$ cat src/rtl/reflex_pkg.sv
// Shared reflex-game constants: screen geometry, HUD and grid sizes, LFSR taps,
// state encoding for the target generator, and small geometry helpers.
package reflex_pkg;

    localparam int SCR_W_DEF   = 640;
    localparam int SCR_H_DEF   = 480;
    localparam int BALL_DEF    = 40;
    localparam int TOP_BAR_DEF = 40;
    localparam int SIDE_DEF    = 10;
    localparam int GRID_DEF    = 10;
    localparam int COORD_W     = 10;

    localparam logic [15:0] LFSR_TAPS = 16'hB400;
    localparam logic [15:0] LFSR_SEED = 16'hACE1;

    typedef enum logic [1:0] {
        ST_IDLE   = 2'd0,
        ST_DRAW   = 2'd1,
        ST_CHECK  = 2'd2,
        ST_COMMIT = 2'd3
    } tg_state_e;

    function automatic int grid_count(input int lo, input int hi, input int step);
        return (hi - lo) / step + 1;
    endfunction

    // One extra bit keeps the magnitude exact for any pair of coordinates.
    function automatic logic [COORD_W:0] abs_diff(input logic [COORD_W-1:0] a,
                                                  input logic [COORD_W-1:0] b);
        return (a >= b) ? ({1'b0, a} - {1'b0, b}) : ({1'b0, b} - {1'b0, a});
    endfunction

endpackage

$ cat src/rtl/target_gen_if.sv
// Request/commit bundle between game control (master) and the target generator (slave).
interface target_gen_if
    import reflex_pkg::*;
#(
    parameter int N_TGT = 4,
    parameter int IDXW  = (N_TGT > 1) ? $clog2(N_TGT) : 1
);
    logic                     req;
    logic [IDXW-1:0]          req_idx;
    logic [N_TGT-1:0]         clr;
    logic                     busy;
    logic                     valid;
    logic [IDXW-1:0]          valid_idx;
    logic                     overlap;
    logic [N_TGT-1:0]         active;
    logic [N_TGT*COORD_W-1:0] pos_x;
    logic [N_TGT*COORD_W-1:0] pos_y;

    modport master (
        output req, req_idx, clr,
        input  busy, valid, valid_idx, overlap, active, pos_x, pos_y
    );

    modport slave (
        input  req, req_idx, clr,
        output busy, valid, valid_idx, overlap, active, pos_x, pos_y
    );
endinterface

$ cat src/rtl/lfsr_gen.sv
// Free-running right-shift Galois LFSR; a zero seed is replaced so it never locks up.
module lfsr_gen #(
    parameter int           W    = 16,
    parameter logic [W-1:0] TAPS = 16'hB400,
    parameter logic [W-1:0] SEED = 16'hACE1
) (
    input  logic         clk,
    input  logic         rst,
    input  logic         en_i,
    output logic [W-1:0] lfsr_o
);
    localparam logic [W-1:0] SEED_EFF = (SEED == '0) ? W'(16'hACE1) : SEED;

    logic [W-1:0] lfsr_q;
    logic [W-1:0] lfsr_d;

    always_comb begin
        if (!en_i) begin
            lfsr_d = lfsr_q;
        end else if (lfsr_q[0]) begin
            lfsr_d = (lfsr_q >> 1) ^ TAPS;
        end else begin
            lfsr_d = lfsr_q >> 1;
        end
    end

    always_ff @(posedge clk) begin
        if (rst) begin
            lfsr_q <= SEED_EFF;
        end else begin
            lfsr_q <= lfsr_d;
        end
    end

    assign lfsr_o = lfsr_q;
endmodule

$ cat src/rtl/target_gen.sv
// Multi-slot target position generator: draws LFSR candidates on request,
// rejects out-of-field or overlapping ones, and commits the slot position.
module target_gen
    import reflex_pkg::*;
#(
    parameter int                SCR_W   = SCR_W_DEF,
    parameter int                SCR_H   = SCR_H_DEF,
    parameter int                BALL    = BALL_DEF,
    parameter int                TOP_BAR = TOP_BAR_DEF,
    parameter int                SIDE    = SIDE_DEF,
    parameter int                GRID    = GRID_DEF,
    parameter int                N_TGT   = 4,
    parameter int                LFSR_W  = 16,
    parameter logic [LFSR_W-1:0] SEED    = LFSR_SEED,
    parameter int                MAX_TRY = 16
) (
    input  logic        clk,
    input  logic        rst,
    target_gen_if.slave bus
);
    localparam int X_MIN = SIDE;
    localparam int X_MAX = SCR_W - SIDE - BALL;
    localparam int Y_MIN = TOP_BAR;
    localparam int Y_MAX = SCR_H - SIDE - BALL;
    localparam int NX    = grid_count(X_MIN, X_MAX, GRID);
    localparam int NY    = grid_count(Y_MIN, Y_MAX, GRID);
    localparam int XB    = $clog2(NX);
    localparam int YB    = $clog2(NY);
    localparam int IDXW  = (N_TGT > 1) ? $clog2(N_TGT) : 1;
    localparam int TW    = $clog2(MAX_TRY + 1);

    tg_state_e                state_q;
    logic [IDXW-1:0]          idx_q;
    logic [TW-1:0]            tries_q;
    logic [COORD_W-1:0]       px_q;
    logic [COORD_W-1:0]       py_q;
    logic                     busy_q;
    logic                     valid_q;
    logic [IDXW-1:0]          valid_idx_q;
    logic                     overlap_q;
    logic [N_TGT-1:0]         active_q;
    logic [N_TGT*COORD_W-1:0] pos_x_q;
    logic [N_TGT*COORD_W-1:0] pos_y_q;

    logic [LFSR_W-1:0]  lfsr_s;
    logic               lfsr_unused_s;
    logic [XB-1:0]      cx_s;
    logic [YB-1:0]      cy_s;
    logic               in_range_s;
    logic [COORD_W-1:0] cand_x_s;
    logic [COORD_W-1:0] cand_y_s;
    logic               last_try_s;
    logic [N_TGT-1:0]   hit_s;
    logic               coll_s;
    logic               go_commit_s;
    logic               forced_s;
    logic [N_TGT-1:0]   clr_eff_s;

    lfsr_gen #(
        .W    (LFSR_W),
        .TAPS (LFSR_W'(LFSR_TAPS)),
        .SEED (SEED)
    ) u_lfsr (
        .clk    (clk),
        .rst    (rst),
        .en_i   (1'b1),
        .lfsr_o (lfsr_s)
    );

    assign lfsr_unused_s = ^lfsr_s;

    // One comparator per slot against the registered candidate.
    for (genvar j = 0; j < N_TGT; j++) begin : g_cmp
        logic [COORD_W:0] dx_s;
        logic [COORD_W:0] dy_s;
        assign dx_s     = abs_diff(px_q, pos_x_q[j*COORD_W +: COORD_W]);
        assign dy_s     = abs_diff(py_q, pos_y_q[j*COORD_W +: COORD_W]);
        assign hit_s[j] = active_q[j] && (idx_q != IDXW'(j)) &&
                          (dx_s < (COORD_W+1)'(BALL)) && (dy_s < (COORD_W+1)'(BALL));
    end

    always_comb begin
        cx_s        = lfsr_s[XB-1:0];
        cy_s        = lfsr_s[LFSR_W-1 -: YB];
        in_range_s  = (int'(cx_s) < NX) && (int'(cy_s) < NY);
        cand_x_s    = COORD_W'(X_MIN + int'(cx_s) * GRID);
        cand_y_s    = COORD_W'(Y_MIN + int'(cy_s) * GRID);
        last_try_s  = (int'(tries_q) + 1) >= MAX_TRY;
        coll_s      = |hit_s;
        go_commit_s = ((state_q == ST_DRAW) && !in_range_s && last_try_s) ||
                      ((state_q == ST_CHECK) && (!coll_s || last_try_s));
        forced_s    = go_commit_s && !((state_q == ST_CHECK) && !coll_s);
        // The slot just committed cannot be cleared while its valid pulse is out.
        if (state_q == ST_COMMIT) begin
            clr_eff_s = bus.clr & ~(N_TGT'(1'b1) << idx_q);
        end else begin
            clr_eff_s = bus.clr;
        end
    end

    always_ff @(posedge clk) begin
        if (rst) begin
            state_q     <= ST_IDLE;
            idx_q       <= '0;
            tries_q     <= '0;
            px_q        <= '0;
            py_q        <= '0;
            busy_q      <= 1'b0;
            valid_q     <= 1'b0;
            valid_idx_q <= '0;
            overlap_q   <= 1'b0;
            active_q    <= '0;
            pos_x_q     <= '0;
            pos_y_q     <= '0;
        end else begin
            active_q <= active_q & ~clr_eff_s;
            case (state_q)
                ST_IDLE: begin
                    valid_q   <= 1'b0;
                    overlap_q <= 1'b0;
                    if (bus.req) begin
                        idx_q   <= bus.req_idx;
                        tries_q <= '0;
                        px_q    <= COORD_W'(X_MIN);
                        py_q    <= COORD_W'(Y_MIN);
                        busy_q  <= 1'b1;
                        state_q <= ST_DRAW;
                    end
                end
                ST_DRAW: begin
                    if (in_range_s) begin
                        px_q    <= cand_x_s;
                        py_q    <= cand_y_s;
                        state_q <= ST_CHECK;
                    end else if (go_commit_s) begin
                        state_q <= ST_COMMIT;
                    end else begin
                        tries_q <= tries_q + 1'b1;
                    end
                end
                ST_CHECK: begin
                    if (go_commit_s) begin
                        state_q <= ST_COMMIT;
                    end else begin
                        tries_q <= tries_q + 1'b1;
                        state_q <= ST_DRAW;
                    end
                end
                ST_COMMIT: begin
                    valid_q   <= 1'b0;
                    overlap_q <= 1'b0;
                    busy_q    <= 1'b0;
                    state_q   <= ST_IDLE;
                end
                default: begin
                    state_q <= ST_IDLE;
                end
            endcase
            // Commit lands on entry to COMMIT so positions and valid appear together.
            if (go_commit_s) begin
                valid_q                               <= 1'b1;
                valid_idx_q                           <= idx_q;
                overlap_q                             <= forced_s;
                pos_x_q[idx_q*COORD_W +: COORD_W]     <= px_q;
                pos_y_q[idx_q*COORD_W +: COORD_W]     <= py_q;
                active_q[idx_q]                       <= 1'b1;
            end
        end
    end

    assign bus.busy      = busy_q;
    assign bus.valid     = valid_q;
    assign bus.valid_idx = valid_idx_q;
    assign bus.overlap   = overlap_q;
    assign bus.active    = active_q;
    assign bus.pos_x     = pos_x_q;
    assign bus.pos_y     = pos_y_q;
endmodule

$ cat src/flat_wrapper.sv
// flat-port wrapper written by rule: the top's interface ports become plain ports
module target_gen_flat import reflex_pkg::*;
#(
    parameter int                SCR_W   = SCR_W_DEF,
    parameter int                SCR_H   = SCR_H_DEF,
    parameter int                BALL    = BALL_DEF,
    parameter int                TOP_BAR = TOP_BAR_DEF,
    parameter int                SIDE    = SIDE_DEF,
    parameter int                GRID    = GRID_DEF,
    parameter int                N_TGT   = 4,
    parameter int                LFSR_W  = 16,
    parameter logic [LFSR_W-1:0] SEED    = LFSR_SEED,
    parameter int                MAX_TRY = 16
)
  (clk, rst, bus_req, bus_req_idx, bus_clr, bus_busy, bus_valid, bus_valid_idx, bus_overlap, bus_active, bus_pos_x, bus_pos_y);
  target_gen_if #(.N_TGT(N_TGT)) bus_i ();
  input  logic clk;
  input  logic rst;
  input wire logic [$bits(bus_i.req)-1:0] bus_req;
  input wire logic [$bits(bus_i.req_idx)-1:0] bus_req_idx;
  input wire logic [$bits(bus_i.clr)-1:0] bus_clr;
  output wire logic [$bits(bus_i.busy)-1:0] bus_busy;
  output wire logic [$bits(bus_i.valid)-1:0] bus_valid;
  output wire logic [$bits(bus_i.valid_idx)-1:0] bus_valid_idx;
  output wire logic [$bits(bus_i.overlap)-1:0] bus_overlap;
  output wire logic [$bits(bus_i.active)-1:0] bus_active;
  output wire logic [$bits(bus_i.pos_x)-1:0] bus_pos_x;
  output wire logic [$bits(bus_i.pos_y)-1:0] bus_pos_y;
  assign bus_i.req = bus_req;
  assign bus_i.req_idx = bus_req_idx;
  assign bus_i.clr = bus_clr;
  assign bus_busy = bus_i.busy;
  assign bus_valid = bus_i.valid;
  assign bus_valid_idx = bus_i.valid_idx;
  assign bus_overlap = bus_i.overlap;
  assign bus_active = bus_i.active;
  assign bus_pos_x = bus_i.pos_x;
  assign bus_pos_y = bus_i.pos_y;
  target_gen #(.SCR_W(SCR_W), .SCR_H(SCR_H), .BALL(BALL), .TOP_BAR(TOP_BAR), .SIDE(SIDE), .GRID(GRID), .N_TGT(N_TGT), .LFSR_W(LFSR_W), .SEED(SEED), .MAX_TRY(MAX_TRY)) u_core (.clk(clk), .rst(rst), .bus(bus_i));
endmodule
$ cat config.mk
export PLATFORM = sky130hd
export DESIGN_NAME = target_gen_flat
export DESIGN_NICKNAME = d
export VERILOG_FILES = /design/src/rtl/reflex_pkg.sv /design/src/rtl/target_gen_if.sv /design/src/rtl/lfsr_gen.sv /design/src/rtl/target_gen.sv /design/src/flat_wrapper.sv
export SDC_FILE = /design/constraint.sdc
export NUM_CORES = 1
export LEC_CHECK = 0
export CAP_MARGIN = 20
export CORE_UTILIZATION = 40
export CTS_BUF_LIST = sky130_fd_sc_hd__clkbuf_16
export CTS_CLUSTER_SIZE = 28
export DETAILED_ROUTE_END_ITERATION = 7
export PLACE_DENSITY_LB_ADDON = 0.15
export SETUP_SLACK_MARGIN = 0.1
export SLEW_MARGIN = 20
export SYNTH_ARGS = -nofsm -noshare
export SYNTH_HDL_FRONTEND = slang
export SYNTH_SLANG_ARGS = --single-unit
$ cat constraint.sdc
create_clock -name clk -period 6.6 [get_ports clk]
set_clock_uncertainty 0.2 [all_clocks]
set_input_delay 1.32 -clock clk [delete_from_list [all_inputs] [get_ports clk]]
set_output_delay 1.32 -clock clk [all_outputs]
set_load 0.02 [all_outputs]
# ---- After elaboration in Yosys (flattened, before gate mapping)
# Index checks and enable logic that the tools add are counted.
dict set report op_classes {
  add_sub_neg 21
  multipliers 3
  n_lt_le_gt_ge 21
  eq_ne 10
  shifts 4
  muxes 35
  bitwise_logic 6
  reduce_logical 37
}
# operator count
set op_table {}
lappend op_table {{10-bit by 10-bit subtractor with 11-bit output} 16}
lappend op_table {{11-bit by 6-bit less-than comparator with 1-bit output (second input constant)} 8}
lappend op_table {{11-bit two-way mux} 8}
lappend op_table {{40-bit bitwise mux} 2}
lappend op_table {{10-bit >= comparator} 8}
lappend op_table {{10-bit by 34-bit indexed part select with 40-bit output} 2}
lappend op_table {{10-bit two-way mux} 4}
lappend op_table {{10-bit one-hot mux with 2 select lines} 2}
lappend op_table {{10-bit by 34-bit variable shift with 40-bit output (first input constant)} 1}
lappend op_table {{6-bit negation with 34-bit output} 1}
lappend op_table {{32-bit by 6-bit >= comparator with 1-bit output (second input constant)} 1}
lappend op_table {{1-bit logical AND} 19}
lappend op_table {{6-bit by 3-bit multiplier with 9-bit output (second input constant)} 2}
lappend op_table {{16-bit two-way mux} 1}
lappend op_table {{5-bit two-way mux} 3}
lappend op_table {{5-bit one-hot mux with 3 select lines} 1}
lappend op_table {{6-bit less-than comparator (second input constant)} 2}
lappend op_table {{5-bit by 10-bit adder with 10-bit output (first input constant)} 1}
lappend op_table {{7-bit by 10-bit adder with 10-bit output (first input constant)} 1}
lappend op_table {{4-bit AND} 2}
lappend op_table {{2-bit two-way mux} 4}
lappend op_table {{4-bit two-way mux} 2}
lappend op_table {{2-bit inequality test (second input constant)} 4}
lappend op_table {{4-bit NOT} 2}
lappend op_table {{25 further kinds} 40}
dict set report totals {
  regBits 134
  inputBits 9
  out_inout_bits 89
}

# ---- Logic depth before layout (Yosys ltp)
dict set report depth {
  word_depth 13
  ltp_mapped 16
  depth_no_buf 14
}

# ---- Cells and area by module
# A second synthesis with hierarchy kept.
dict set report hier_totals {
  cells_unflattened 1690
  hier_area_um2 13007.5
}
# mod instances cells_per_inst area_per_inst_um2 seq_area_each_um2
set modules_own_cells {}
lappend modules_own_cells {target_gen 1 1634 12376.9 2322.2}
lappend modules_own_cells {lfsr_gen 1 56 630.6 320.3}

# ---- Worst setup path before layout
# No wires, ideal clock.
dict set report synth_timing {
  path_kind {reg2reg}
  startpoint {register u_core.pos_y_q[25] (netlist: u_core.bus.pos_y[25])}
  endpoint {register u_core.pos_x_q[38] (netlist: u_core.bus.pos_x[38])}
  setup_time_ns 0.121
  arrival_time_ns 3.653
  path_slack_ns 2.626
  path_stages_with_launch 17
  n_path_buf 3
  period_less_slack_ns 3.974
  cell_sequence {dfxtp_1 -> inv_1 -> ha_1 -> buf_2 -> a211oi_1 -> a21oi_1 -> a21bo_1 -> a211oi_1 -> or4_1 -> o31a_1 -> or4_4 -> o211ai_2 -> o22ai_2 -> buf_6 -> nand2_1 -> buf_2 -> mux2_2}
}
dict set report synth_via {
  elab_chain_len 9
  word_cells_on_any_way 11
  classes_between {add/sub (2); order compare (2); mux (1); reduce/logical (6)}
}
# element line_no
set synth_lines {}
lappend synth_lines {{from (decl)} target_gen.sv:43} ;# logic [N_TGT*COORD_W-1:0] pos_y_q;
lappend synth_lines {{from (signal, indexed assignment)} target_gen.sv:165} ;# pos_y_q[idx_q*COORD_W +: COORD_W] <= py_q;
lappend synth_lines {{10-bit by 10-bit subtractor with 11-bit output / 10-bit >= comparator (equally long branches)} reflex_pkg.sv:30} ;# return (a >= b) ? ({1'b0, a} - {1'b0, b}) : ({1'b0, b} - {1'b0, a});
lappend synth_lines {{11-bit two-way mux (*)} reflex_pkg.sv:30}
lappend synth_lines {{11-bit by 6-bit less-than comparator with 1-bit output (*)} target_gen.sv:79} ;# (dx_s < (COORD_W+1)'(BALL)) && (dy_s < (COORD_W+1)'(BALL));
lappend synth_lines {{1-bit logical AND (*)} target_gen.sv:79}
lappend synth_lines {{4-bit OR reduction (*)} target_gen.sv:89} ;# coll_s = |hit_s;
lappend synth_lines {{1-bit zero test (*)} target_gen.sv:91} ;# ((state_q == ST_CHECK) && (!coll_s || last_try_s));
lappend synth_lines {{1-bit logical OR (*)} target_gen.sv:91}
lappend synth_lines {{1-bit logical AND (*)} target_gen.sv:91}
lappend synth_lines {{1-bit logical OR (*)} target_gen.sv:90} ;# go_commit_s = ((state_q == ST_DRAW) && !in_range_s && last_try_s) ||
lappend synth_lines {{to (signal, indexed assignment)} target_gen.sv:164} ;# pos_x_q[idx_q*COORD_W +: COORD_W] <= px_q;
lappend synth_lines {{to (decl)} target_gen.sv:42} ;# logic [N_TGT*COORD_W-1:0] pos_x_q;
# Every way passes the cells marked *; elsewhere a longest branch is shown, timed or not.
# A chain may end at the register's enable or synchronous reset.

# ---- Worst setup path in the final report
dict set report layout_timing {
  startpoint {register u_core.px_q[2]}
  endpoint {register u_core.pos_x_q[12] (netlist: u_core.bus.pos_x[12])}
}
dict set report layout_via {
  elab_chain_len 10
  word_cells_on_any_way 35
  classes_between {add/sub (8); order compare (8); shift (1); mux (5); reduce/logical (13)}
}
# element line_no
set layout_lines {}
lappend layout_lines {{from (decl)} target_gen.sv:35} ;# logic [COORD_W-1:0] px_q;
lappend layout_lines {{from (signal assigned)} target_gen.sv:124} ;# px_q <= COORD_W'(X_MIN);
lappend layout_lines {{from (signal assigned)} target_gen.sv:132} ;# px_q <= cand_x_s;
lappend layout_lines {{10-bit by 10-bit subtractor with 11-bit output / 10-bit >= comparator (equally long branches)} reflex_pkg.sv:30}
lappend layout_lines {{11-bit two-way mux} reflex_pkg.sv:30}
lappend layout_lines {{11-bit by 6-bit less-than comparator with 1-bit output} target_gen.sv:79}
lappend layout_lines {{1-bit logical AND} target_gen.sv:78} ;# assign hit_s[j] = active_q[j] && (idx_q != IDXW'(j)) &&
lappend layout_lines {{1-bit logical AND} target_gen.sv:79}
lappend layout_lines {{4-bit OR reduction} target_gen.sv:89}
lappend layout_lines {{1-bit zero test} target_gen.sv:91}
lappend layout_lines {{1-bit logical OR} target_gen.sv:91}
lappend layout_lines {{1-bit logical AND} target_gen.sv:91}
lappend layout_lines {{1-bit logical OR} target_gen.sv:90}
# Parallel ways exist; a longest one is shown, timed or not.

==> metrics.yaml <==
status:
  status: "completed"
logic_synthesis:
  syn-mean-instance-area_um2: 7.723
  yosysTopAreaCell: "dfxtp_1"
  async_flop_share_pct: 0
  synth_common_cells: "ha_1, a21oi_1, dfxtp_1"
  synth_top_area_share_pct: 20.69
  synth_flop_cell: "dfxtp_1"
  ys_types: 91
  ys_seq_area_share_pct: 20.69
  netlist_area_um2: 12770
  synth_most_common_cell: "ha_1"
  synth_nets: 1832
  synth_seq_cells: 132
  synth-edff-count: 0
  yosysWarnings: 0
  synth_cells: 1654
  synthTopCellsByArea: "dfxtp_1, ha_1, a21oi_1"
sta:
  fmax_mhz: 174.1
  setup_viol: 0
  min_period_ps: 5745
  finalCritPeriodShare_pct: 87.05
  worst_slew_pin_slew_ps: 1064
  rsz0062_at_grt: "no"
  hold_ws_ps: 205.6
  slew_headroom_pct: 28.12
  tns_ps: 0
  hold_violations: 0
  drv_slew: 0
critical_path:
  timing.rr.start: "u_core.px_q[2]"
  critical_path_buf_inv_count: 2
  rrSetupSlack_ps: 850
  critPathKind: "reg -> reg"
  reg2regPathDepth: 12
  crit_required_ps: 6770
  critical-path-top-delay-family: "compound AO/OA/AOI/OAI gates"
  r2r-end: "u_core.bus.pos_x[12]"
  critPathMaxFanout: 23
  slowest_stage: "o41ai_1"
  cp-end-kind: "flip-flop"
  start_kind: "flip-flop"
  crit_path_max_incr_delay_ps: 980
  critPathArrivalTime_ps: 5910
  cp_cell_sequence: "inv_1 > ha_1 > o2111a_1 > or3_1 > nor4bb_1 > a311oi_1 > o41ai_1 > a31o_2 > o22ai_4 > buf_4 > a21oi_2 > a22o_1"
layout:
  synthToLayoutAreaGrowth_pct: 14.12
  drive_above_1_share_pct: 5.018
  n_antenna_cell: 0
  postLayoutCellArea_um2: 14580
  fin_nets: 1880
floorplanning:
  ios: 98
  rows: 65
  die_h_um: 180.7
  die_area_um2: 32650
  coreArea_um2: 31470
  initial_utilization_pct: 40.58
  die_x_um: 180.7
power_and_ir_drop:
  p_clk_share_pct: 17.4
  power_frac_comb_pct: 63.0
  p_int_uw: 2750
  vdd_drop_max_mv: 0.2159
  pwr-share-seq_pct: 19.5
  p_switching_uw: 2464
  powerDensity_nw_per_um2: 357.7
  switching_share_pct: 47.26
  power.leakage_uw: 0.005884
routing:
  wl_per_cell_um: 20.93
  routed_wl_um: 44280
  vias_per_cell: 5.916
  ant_nets: 0
  drc_errors: 0
  dr.first_iter.drc_count: 1321
  via_count: 12520
  firstDrtPassIters: 6
clocking:
  htree_levels: 4
  cts-buffers-inserted: 17
  path_clk_slew_ps: 60
  ctsResizeCount: 0
  post-cts-setup-buffers: 0
  cts_hold_buf: 0
  clk_latency_ps: 430
  cts_tree: "yes"
  cts_max_path_buffers: 2
  clkSinkCount: 132
  cts-root-buf: "clkbuf_16"
grt:
  top_usage_layer: "met2"
  grt_max_degree: 67
  grt_pass1_wl_um: 67440
  gr-usage-met2_pct: 40.90
  overflow: 0
  use_met3_pct: 3.709
  antenna_found_initial: 1
  grt_pass1_vias: 11550
  grt_usage_pct: 26.49
  grtUsageMet1_pct: 37.64
placed_design:
  postPlaceCellArea_um2: 14020
  place_hpwl_um: 33610
  portBuffers: 97
  gp_congestion: 0.9413
hold_path:
  min_delay_path_depth: 1
  min-delay-path-class: "reg -> reg"
  min_from: "u_core.u_lfsr.lfsr_o[6]"
  min_to: "u_core.u_lfsr.lfsr_o[5]"
job:
  maxCapViolCount: 0
layout make-up:
class | instances | area, um2
well taps | 402 | 503.0
inverters | 129 | 484.2
multi-input cells | 1309 | 9309
fillers | 3132 | 16900
clock inverters | 14 | 123.9
repair buffers | 113 | 1089
flip-flops and latches | 132 | 2643
clock buffers | 17 | 425.4
flip-flops by register name, summed over array words and instances, names as in the netlist:
name / cells
u_core.bus.active: 4
u_core.bus.busy: 1
u_core.bus.overlap: 1
u_core.bus.pos_x: 40
u_core.bus.pos_y: 40
u_core.bus.valid: 1
u_core.bus.valid_idx: 2
u_core.idx_q: 2
u_core.px_q: 9
u_core.py_q: 9
u_core.state_q: 2
u_core.tries_q: 5
u_core.u_lfsr.lfsr_o: 16
through the flow:
stage	cells	power [uW]	setup slack [ps]	util [%]
after floorplan	1654	3425	2626	-
after global placement	2084	4231	1224	44.54
after detailed placement	2084	4236	1114	44.54
after CTS	2115	5148	1083	46.29
after global routing	2116	5575	806.4	46.31
final	2116	5214	855.0	46.31
cells in the final DEF, fill, tap and decap left out, drive strengths merged, types with 11 or more instances in the layout:
| cell | count |
|---|---|
| xnor2 | 32 |
| and3 | 12 |
| nor2b | 26 |
| mux2i | 50 |
| buf | 17 |
| clkdlybuf4s50 | 96 |
| or2 | 13 |
| nand3 | 34 |
| nand2 | 130 |
| dfxtp | 132 |
| o31ai | 22 |
| or3 | 11 |
| nand2b | 60 |
| a21o | 30 |
| and2 | 12 |
| nor2 | 118 |
| o21ai | 77 |
| a21oi | 139 |
| a31oi | 25 |
| nor3 | 44 |
| xor2 | 15 |
| o211ai | 17 |
| o21a | 17 |
| a22o | 23 |
| inv | 130 |
| a211oi | 42 |
| clkbuf | 17 |
| nand4 | 15 |
| ha | 167 |
power by group through the flow:
stage	registers, uW	clock network, uW	logic (uW)
after detailed placement	1030	0	3200
after global routing	1020	951	3600
final	1020	908	3290
after CTS	1010	912	3220
after floorplan	1010	0	2420
after global placement	1030	0	3200
how the worst max path moves through the flow:
stage / start / endpoint / slack, ps / depth (start not counted)
floorplan: u_core.bus.pos_y[25] / u_core.bus.pos_x[38] / 2630 / 16
global placement: u_core.px_q[2] / u_core.bus.pos_x[12] / 1220 / 13
detailed placement: u_core.px_q[2] / u_core.bus.pos_x[14] / 1110 / 12
CTS: u_core.px_q[2] / u_core.bus.pos_x[12] / 1080 / 12
global route: u_core.px_q[2] / u_core.bus.pos_x[14] / 810 / 12
finish: u_core.px_q[2] / u_core.bus.pos_x[12] / 850 / 12
per-layer routing:
layer / up-vias / share of wire [%]
met5: - / 0.043
met1: 5885 / 48
met3: 75 / 6.1
met4: 2 / 2.7
met2: 451 / 43
li1: 6106 / -
kinds of logic (layout without fill, tap and decap cells):
group | count (synthesis) | in the layout | share of synthesized area, %
AND/OR/NAND/NOR | 512 | 512 | 20.04
flip-flops | 132 | 132 | 20.69
buffers and inverters | 213 | 273 | 6.573
multiplexers | 59 | 59 | 4.800
XOR/XNOR | 47 | 47 | 3.223
AO/OA/AOI/OAI | 522 | 522 | 28.00
adder cells (fa/ha/maj) | 169 | 169 | 16.67
Note: power is estimated with default switching activity, not from simulation.
